[config.mk]
export PLATFORM = sky130hd
export DESIGN_NAME = root_req_sched
export DESIGN_NICKNAME = d
export VERILOG_FILES = /design/src/rtl/root_sched_pkg.sv /design/src/rtl/rr_arbiter.sv /design/src/rtl/root_req_sched.sv
export SDC_FILE = /design/constraint.sdc
export NUM_CORES = 1
export LEC_CHECK = 0
export CORE_AREA = 2 2 80 82
export DETAILED_ROUTE_END_ITERATION = 16
export DIE_AREA = 0 0 82 84
export PLACE_DENSITY = 0.81
export SLEW_MARGIN = 20
export SYNTH_ARGS = -nofsm -noshare
export SYNTH_HDL_FRONTEND = slang
export SYNTH_HIERARCHICAL = 1
export SYNTH_SLANG_ARGS = --single-unit
[constraint.sdc]
create_clock -name clk -period 4 [get_ports clk]
set_input_delay 1 -clock clk [delete_from_list [all_inputs] [get_ports clk]]
set_output_delay 1 -clock clk [all_outputs]
set_load 0.005 [all_outputs]
[src/rtl/root_sched_pkg.sv]
// Shared types and widths for the root request scheduler.
// Contents: operand/result widths and the scheduler state enum.
package root_sched_pkg;

  localparam int IN1_W = 10;  // radicand width, Q10.0
  localparam int IN2_W = 3;   // root degree width
  localparam int OUT_W = 20;  // engine result width, Q10.10

  typedef enum logic [1:0] {
    ST_IDLE  = 2'd0,
    ST_ISSUE = 2'd1,
    ST_WAIT  = 2'd2,
    ST_RESP  = 2'd3
  } sched_state_e;

endpackage

[src/rtl/rr_arbiter.sv]
// Combinational round-robin arbiter.
// Ports:
//   req   - request vector, one bit per requester
//   ptr   - priority pointer; the search starts at this index and wraps
//   grant - one-hot grant of the first requester at or after ptr, zero if none
module rr_arbiter #(
  parameter  int NUM_REQ = 4,
  localparam int PTR_W   = (NUM_REQ > 1) ? $clog2(NUM_REQ) : 1
) (
  input  logic [NUM_REQ-1:0] req,
  input  logic [PTR_W-1:0]   ptr,
  output logic [NUM_REQ-1:0] grant
);

  logic             found_s;
  logic [PTR_W-1:0] idx_s;

  // Scan upward from the pointer, wrapping, and keep the first requester found.
  always_comb begin
    grant   = '0;
    found_s = 1'b0;
    idx_s   = '0;
    for (int off = 0; off < NUM_REQ; off++) begin
      idx_s = PTR_W'((int'(ptr) + off) % NUM_REQ);
      if (!found_s && req[idx_s]) begin
        grant[idx_s] = 1'b1;
        found_s      = 1'b1;
      end else begin
        found_s = found_s;
      end
    end
  end

endmodule

[src/rtl/root_req_sched.sv]
// Shares one root engine among NUM_REQ requesters, one job in flight at a time.
// A round-robin arbiter picks a requester in IDLE; its operands are latched,
// issued to the engine with a one-cycle start pulse, and the result is
// returned on the response channel tagged with the requester index.
// Degree-0 jobs are answered immediately with rsp_err and never reach the engine.
// Ports:
//   clk, rst_n                          - clock, synchronous active-low reset
//   req_valid/req_data_1/req_data_2     - per-requester request (radicand, degree)
//   req_ready                           - one-hot-or-zero accept, IDLE only
//   eng_in_valid/eng_in_data_1/_2       - engine start pulse and operands
//   eng_out_valid/eng_out_data          - engine result strobe and value
//   eng_rst_n                           - engine synchronous active-low reset
//   rsp_valid/rsp_id/rsp_data/rsp_err   - response, held until rsp_ready
// Build option: define ROOT_SCHED_TIMEOUT_EN to add a WAIT watchdog of
// TIMEOUT_CYC cycles that resets the engine and returns an error response.
module root_req_sched
  import root_sched_pkg::*;
#(
  parameter  int NUM_REQ     = 4,
  parameter  int TIMEOUT_CYC = 255,
  localparam int ID_W        = (NUM_REQ > 1) ? $clog2(NUM_REQ) : 1
) (
  input  logic                     clk,
  input  logic                     rst_n,
  input  logic [NUM_REQ-1:0]       req_valid,
  input  logic [NUM_REQ*IN1_W-1:0] req_data_1,
  input  logic [NUM_REQ*IN2_W-1:0] req_data_2,
  output logic [NUM_REQ-1:0]       req_ready,
  output logic                     eng_in_valid,
  output logic [IN1_W-1:0]         eng_in_data_1,
  output logic [IN2_W-1:0]         eng_in_data_2,
  input  logic                     eng_out_valid,
  input  logic [OUT_W-1:0]         eng_out_data,
  output logic                     eng_rst_n,
  output logic                     rsp_valid,
  output logic [ID_W-1:0]          rsp_id,
  output logic [OUT_W-1:0]         rsp_data,
  output logic                     rsp_err,
  input  logic                     rsp_ready
);

  sched_state_e     state_r, state_nxt_s;
  logic [ID_W-1:0]  ptr_r, id_r, gnt_idx_s;
  logic [IN1_W-1:0] op1_r, sel_d1_s;
  logic [IN2_W-1:0] op2_r, sel_d2_s;
  logic [OUT_W-1:0] rsp_data_r;
  logic             rsp_err_r;
  logic [NUM_REQ-1:0] grant_s;
  logic             accept_s;
  logic             timeout_s;

  rr_arbiter #(.NUM_REQ(NUM_REQ)) u_arb (
    .req   (req_valid),
    .ptr   (ptr_r),
    .grant (grant_s)
  );

  // Encode the one-hot grant into an index for operand selection.
  always_comb begin
    gnt_idx_s = '0;
    for (int i = 0; i < NUM_REQ; i++) begin
      if (grant_s[i]) begin
        gnt_idx_s = ID_W'(i);
      end else begin
        gnt_idx_s = gnt_idx_s;
      end
    end
  end

  assign sel_d1_s = req_data_1[gnt_idx_s*IN1_W +: IN1_W];
  assign sel_d2_s = req_data_2[gnt_idx_s*IN2_W +: IN2_W];

`ifdef ROOT_SCHED_TIMEOUT_EN
  localparam int CNT_W = $clog2(TIMEOUT_CYC + 1);
  logic [CNT_W-1:0] wait_cnt_r;
  logic             eng_rst_r;

  // A result arriving on the last watchdog cycle still wins over the timeout.
  assign timeout_s = (state_r == ST_WAIT) && !eng_out_valid &&
                     (wait_cnt_r == CNT_W'(TIMEOUT_CYC - 1));

  // WAIT cycle counter and the one-cycle engine reset pulse on timeout.
  always_ff @(posedge clk) begin
    if (!rst_n) begin
      wait_cnt_r <= '0;
      eng_rst_r  <= 1'b1;
    end else begin
      eng_rst_r <= !timeout_s;
      if ((state_r == ST_WAIT) && !eng_out_valid && !timeout_s) begin
        wait_cnt_r <= wait_cnt_r + CNT_W'(1);
      end else begin
        wait_cnt_r <= '0;
      end
    end
  end

  assign eng_rst_n = rst_n & eng_rst_r;
`else
  assign timeout_s = 1'b0;
  assign eng_rst_n = rst_n;
`endif

  // State register.
  always_ff @(posedge clk) begin
    if (!rst_n) begin
      state_r <= ST_IDLE;
    end else begin
      state_r <= state_nxt_s;
    end
  end

  // Next-state decode and state-derived outputs.
  always_comb begin
    state_nxt_s  = state_r;
    accept_s     = 1'b0;
    req_ready    = '0;
    eng_in_valid = 1'b0;
    rsp_valid    = 1'b0;
    case (state_r)
      ST_IDLE: begin
        // Gate with rst_n so no transfer is signalled while reset holds.
        req_ready = rst_n ? grant_s : '0;
        if (|grant_s) begin
          accept_s    = 1'b1;
          state_nxt_s = (sel_d2_s == '0) ? ST_RESP : ST_ISSUE;
        end else begin
          state_nxt_s = ST_IDLE;
        end
      end
      ST_ISSUE: begin
        eng_in_valid = rst_n;
        state_nxt_s  = ST_WAIT;
      end
      ST_WAIT: begin
        if (eng_out_valid || timeout_s) begin
          state_nxt_s = ST_RESP;
        end else begin
          state_nxt_s = ST_WAIT;
        end
      end
      ST_RESP: begin
        rsp_valid = 1'b1;
        if (rsp_ready) begin
          state_nxt_s = ST_IDLE;
        end else begin
          state_nxt_s = ST_RESP;
        end
      end
      default: begin
        state_nxt_s = ST_IDLE;
      end
    endcase
  end

  // Job context: operands, owner, pointer and the response payload.
  always_ff @(posedge clk) begin
    if (!rst_n) begin
      ptr_r      <= '0;
      id_r       <= '0;
      op1_r      <= '0;
      op2_r      <= '0;
      rsp_data_r <= '0;
      rsp_err_r  <= 1'b0;
    end else if (accept_s) begin
      ptr_r      <= ID_W'((int'(gnt_idx_s) + 1) % NUM_REQ);
      id_r       <= gnt_idx_s;
      op1_r      <= sel_d1_s;
      op2_r      <= sel_d2_s;
      rsp_data_r <= '0;
      rsp_err_r  <= (sel_d2_s == '0);
    end else if ((state_r == ST_WAIT) && eng_out_valid) begin
      rsp_data_r <= eng_out_data;
      rsp_err_r  <= 1'b0;
    end else if (timeout_s) begin
      rsp_data_r <= '0;
      rsp_err_r  <= 1'b1;
    end else begin
      rsp_data_r <= rsp_data_r;
      rsp_err_r  <= rsp_err_r;
    end
  end

  // Operands stay on the engine bus for the whole job so the engine can
  // keep sampling the degree while it computes.
  assign eng_in_data_1 = (state_r == ST_IDLE) ? '0 : op1_r;
  assign eng_in_data_2 = (state_r == ST_IDLE) ? '0 : op2_r;
  assign rsp_id        = id_r;
  assign rsp_data      = rsp_data_r;
  assign rsp_err       = rsp_err_r;

endmodule

==> summary.txt <==
status: complete, no violations
Post-layout nets: 502
clk sinks: 40
Max clock buf depth: 2
Post-synth EDFFs: 0
multi-input logic area: 1376 sq um
nature of the critical path startpoint: primary input
Num CTS Buffers: 5
sequential cell area: 800.8 sq um
register area share after synthesis: 0.3450
syn_area_per_cell: 8.003 sq um
Yosys reg bits: 40
Clk pin slew, worst setup/hold paths: 0.08 ns
antenna violations before repair: 0
port bufs: 122
CP Class: in -> out
family with the most delay on the worst path: buffers and inverters
Max Cap Violations: 0
HPWL after DPL: 5.363 mm
synthesized instance count: 290
most frequent CP cell: dlygate4sd2_1
Arr. time, crit path: 2.92 ns
share of cells above drive strength 1: 0.1007
clock latency on the worst-skew pair: 0.30 ns
WHS: 0.4565 ns
io pins: 123
Max stage delay on crit path: 0.52 ns
Worst-Margin Slew: 0.8276 ns
die area: 6888 sq um
final setup fails: 0
critical-path cell list: dlygate4sd2_1, mux4_2, nor4b_4, buf_4, nand2_1, o211ai_1, and3_1, dlygate4sd2_1
Crit path required time: 3.00 ns
Area Growth Syn to Fin: 63.18%
# rows: 29
Critical path buffers and inverters: 3
Initial Util: 0.3807
drt wl/cell: 14.44 um
RSZ-0062 raised after global routing: no
post-synth top area share: 0.3450
Peak VDD IR: 0.0003803 V
wl on met1: 3.021 mm
Chip Width: 82 um
crit path time final: 3.920 ns
cell taking the most area after synthesis: dfxtp_1
Hold Crit Class: reg -> reg
initial DRC count: 79
Mapped Area: 2321 sq um
grt total ovfl: 0
root buf cell: clkbuf_8
post-synth cell types: 45
highest metal layer with signal wires: met4
vias per cell: 5.140
global-route wire length before repair: 11.14 mm
Post-Syn Nets: 376
die height: 84 um
Final ANT Viol Nets: 0
vias in the first global route: 2450
GRT Resource Usage Total: 0.2061
GP Congestion: 0.8208
top cells by area, synth: dfxtp_1, nand2_1, a21oi_1
antenna diode count: 0
Hold Vio Cnt, Final: 0
ys flop type: dfxtp_1
routed length on met3: 527 um
via count: 2539
hold buffers post-CTS: 0
Met2 Wirelength: 3.479 mm
drt pass-1 iters: 4
Crit. End Element: primary output
Remaining DRCs: 0
H-tree Lvls: 2
commonest non-fill, non-tap cell in the layout: clkdlybuf4s50_1
Lkg Pwr: 0.001443 uW
worst clock skew: 0.004100 ns
max-slew violations: 0
Slowest cell on crit path: mux4_2
Synth warnings: 6
commonest cells after routing, fill and taps aside: clkdlybuf4s50_1, nand2_1, dfxtp_1, a21oi_1, buf_4
crit-path max FO: 4
TritonCTS clock tree: done
max_slew headroom: 0.4466
Routed Wire Length: 7.135 mm
setup TNS: 0 ns
Max Freq: 0.2551 GHz
fillers: 561
fin crit share: 0.9800
Power Density: 567.0 nW/um^2
asr flop ratio synth: 0
CORE AREA: 6096 sq um
largest net degree at the start of global routing: 28
## per-stage QoR
stage | cell area [sq um] | setup WS, ns | power, uW | utilization | std cells
floorplan | 2321 | 0.1415 | 1319 | - | 290
global placement | 3657 | -0.2555 | 1781 | 0.6000 | 483
detailed placement | 3657 | -0.3250 | 1807 | 0.6000 | 483
CTS | 3780 | 0.08633 | 2160 | 0.6201 | 493
global route | 3787 | 0.004030 | 2308 | 0.6213 | 494
finish | 3787 | 0.07994 | 2147 | 0.6213 | 494
## per-layer routing
layer | up-vias | GRT usage
met5 | - | 0
met1 | 1173 | 0.2433
li1 | 1260 | -
met3 | 11 | 0.05736
met4 | 0 | 0.06061
met2 | 95 | 0.3562
## final timing paths
path | start | to | slack [ns] | depth (start not counted)
min reg2reg | rsp_data[2] | rsp_data[2] | 0.46 | 2
min | rsp_data[2] | rsp_data[2] | 0.46 | 2
max reg2reg | ptr_r[1] | rsp_data[9] | 0.76 | 13
max | req_valid[1] | req_ready[3] | 0.08 | 8
## report_power, final
group / internal [uW] / leakage [uW] / switching, uW
registers: 488 / 0.000327 / 46.7
logic: 590 / 0.00105 / 671
clock network: 204 / 0.0000614 / 147
total: 1280 / 0.00144 / 865
## sequential cells by signal, indices dropped and copies added, names as in the netlist
name,flops
rsp_data,20
op1_r,10
op2_r,3
ptr_r,2
rsp_id,2
state_r,2
rsp_err,1
## worst register-to-register path: stages (launching register included)
cell and delay, ns:
dfxtp_1 0.42, inv_1 0.10, ha_1 0.31, mux4_2 0.35
buf_4 0.18, a21oi_1 0.14, a21o_2 0.10, o211ai_1 0.11
buf_4 0.24, nor2_2 0.24, a21o_1 0.47, nand2_1 0.18
buf_12 0.19, a21oi_1 0.14
## Yosys cell counts (2+ instances only)
cell	count
a211oi_1	2
a21boi_1	7
a21o_2	4
a21oi_1	30
a22oi_1	6
and2_1	14
and3_1	3
buf_2	7
buf_4	2
buf_6	2
clkbuf_1	10
dfxtp_1	40
ha_1	6
inv_1	6
mux2_2	2
mux2i_1	9
mux4_1	2
mux4_2	2
nand2_1	72
nand3_1	2
nor2_1	8
nor2_2	2
nor2b_1	2
o211ai_1	5
o21ai_0	15
o21ai_1	6
o221ai_1	6
## final cells by class
type,count,area share
Inverter,7,0.006938
Clock buffer,6,0.02180
Clock inverter,2,0.01024
Timing Repair Buffer,141,0.3608
Tap cell,77,0.02544
Multi-Input combinational cell,221,0.3634
Sequential cell,40,0.2114
## logic make-up after synthesis
kind of cell | count (synthesis) | share of synthesized area
flops | 40 | 0.3450
fa+ha+maj | 6 | 0.03234
buf+inv | 29 | 0.06037
mux | 16 | 0.09542
compound gates | 88 | 0.2383
simple gates | 111 | 0.2286
## what timing repair did
| item | CTS | global route |
|---|---|---|
| buffers inserted | 2 | 1 |
| hold endpoints to repair | 0 | 0 |
| gates resized for setup | 9 | 0 |
| pin swaps | 3 | 2 |
| setup endpoints to repair | 4 | 3 |
(Power assumes the default switching activity.)
==> edit: new RTL, same flow settings <==
The package constant `IN2_W` goes from 3 to 5.
--- a/src/rtl/root_sched_pkg.sv
+++ b/src/rtl/root_sched_pkg.sv
@@ -4,5 +4,5 @@
 
   localparam int IN1_W = 10;  // radicand width, Q10.0
-  localparam int IN2_W = 3;   // root degree width
+  localparam int IN2_W = 5;   // root degree width
   localparam int OUT_W = 20;  // engine result width, Q10.10
 
Interface: changed (resized eng_in_data_2 and req_data_2); port bits go from 123 to 133. No check against the original RTL was run, so the function may have changed too.
==> edit against the original RTL <==
- wire length up 11%
- total power is 19% higher
- setup slack gained 0.036 ns
- synthesized area grew 12%
- combinational power is 30% higher
- sequential power grew 5.2%
- largest power group unchanged
- first-iteration DRC count up 47%
- global-route usage rose by 2.1 points
- final area rose by 9.9%
- sequential cell count increased by 2
- highest routed layer unchanged
- die area unchanged
==> edit: results <==
set metrics [dict create \
    outcome "finished, final reports clean" \
    n_fill_cell 528 \
    crit_family "simple AND/OR/NAND/NOR gates" \
    diodes 0 \
    hpwl_mm 6.02 \
    synth_nets 402 \
    drt-total-wl_mm 7.94 \
    drt-initial-drc-count 116 \
    ys_types 48 \
    ys_seq_area_frac 0.323 \
    ir_drop_uv 308 \
    gp_congestion 0.807 \
    tightestPinTransition_ns 0.859 \
    worst-path-max-fanout 4 \
    ys_top_cells_by_count "63 x nand2_1, 42 x dfxtp_1, 24 x a21oi_2" \
    cp.arrival_ns 2.88 \
    yosys_warnings 6 \
    power_leakage_nw 1.53 \
    place_inst 513 \
    cts_buffer_depth 2 \
    yosys-top-cells-area "dfxtp_1 32%, nand2_1 9.1%, a21oi_2 8.1%" \
    viasPerCell 5.34 \
    grt_pass1_wl_mm 12.4 \
    io_buffers 132 \
    drive_above_1_share 0.159 \
    finalNetCount 540 \
    synth_cells 308 \
    root_buffer "clkbuf_8" \
    wl_per_cell_um 15.2 \
    grt_start_max_net_pins 34 \
    grt_pass1_vias 2642 \
    grt_usage 0.227 \
    finClkSkew_ns 0.00777 \
]
-- edit: cell count changes after synthesis, sizes merged, moves of 4 or more --
cell	delta
a211oi	+7
nand2	-7
a21boi	-7
mux2i	+4
a21oi	+9
nor2b	+4
-- edit: worst paths after layout --
kind / from / to / slack [ns] / cells after the start
worst max-delay path: req_valid[1] / req_ready[0] / 0.12 / 9
worst min-delay path: op2_r[3] / op2_r[3] / 0.45 / 2
worst max register to register: ptr_r[1] / rsp_err / 0.64 / 12
worst min register to register: op2_r[3] / op2_r[3] / 0.45 / 2
-- edit: cell families (layout without fill, tap and decap cells) --
group	after synthesis	after routing	synth area share
AOI/OAI and AO/OA	97	97	0.272
adders and majority gates	6	6	0.0288
DFF	42	42	0.323
muxes	17	17	0.0875
and+or+nand+nor	115	115	0.221
buffers and inverters	31	169	0.0678
-- edit: metrics by stage --
stage / area [µm²] / power, mW / setup slack, ns
final: 4160 / 2.55 / 0.116
after global routing: 4160 / 2.72 / 0.0377
after CTS: 4170 / 2.55 / 0.0100
after detailed placement: 4050 / 2.20 / -0.350
after global placement: 4050 / 2.17 / -0.276
after floorplan: 2600 / 1.61 / 0.196
-- edit: area by class of cell --
class                   count  share of cell area
well taps                  77              0.0231
repair buffers            153               0.360
inverters                   9             0.00811
flip-flops and latches     42               0.202
clock buffers               6              0.0198
multi-input cells         235               0.380
clock inverters             1             0.00721
-- edit: repair_timing --
action                                  in CTS  in global routing
endpoints found under the setup margin       4                  2
resized for setup                           13                  7
setup buffers                                2                  1
pin swaps                                    6                  5
-- edit: routing by layer --
| layer | up-vias | share of wire | GRT usage |
|---|---|---|---|
| met5 | - | 0 | 0 |
| met4 | 0 | 0.018 | 0.0652 |
| met3 | 13 | 0.11 | 0.0736 |
| met2 | 144 | 0.48 | 0.383 |
| met1 | 1271 | 0.40 | 0.270 |
| li1 | 1366 | - | - |
-- edit: power breakdown --
part / internal [mW] / leakage (nW) / switching (mW) / total, mW
combinational: 0.775 / 1.13 / 0.865 / 1.64
clock: 0.200 / 0.0573 / 0.147 / 0.347
sequential: 0.512 / 0.343 / 0.0507 / 0.563
total: 1.49 / 1.53 / 1.06 / 2.55
-- edit: worst min-delay path: stages (launching register included) --
cell	delay [ns]
dfxtp_1	0.32
nand2_1	0.05
a21oi_1	0.05
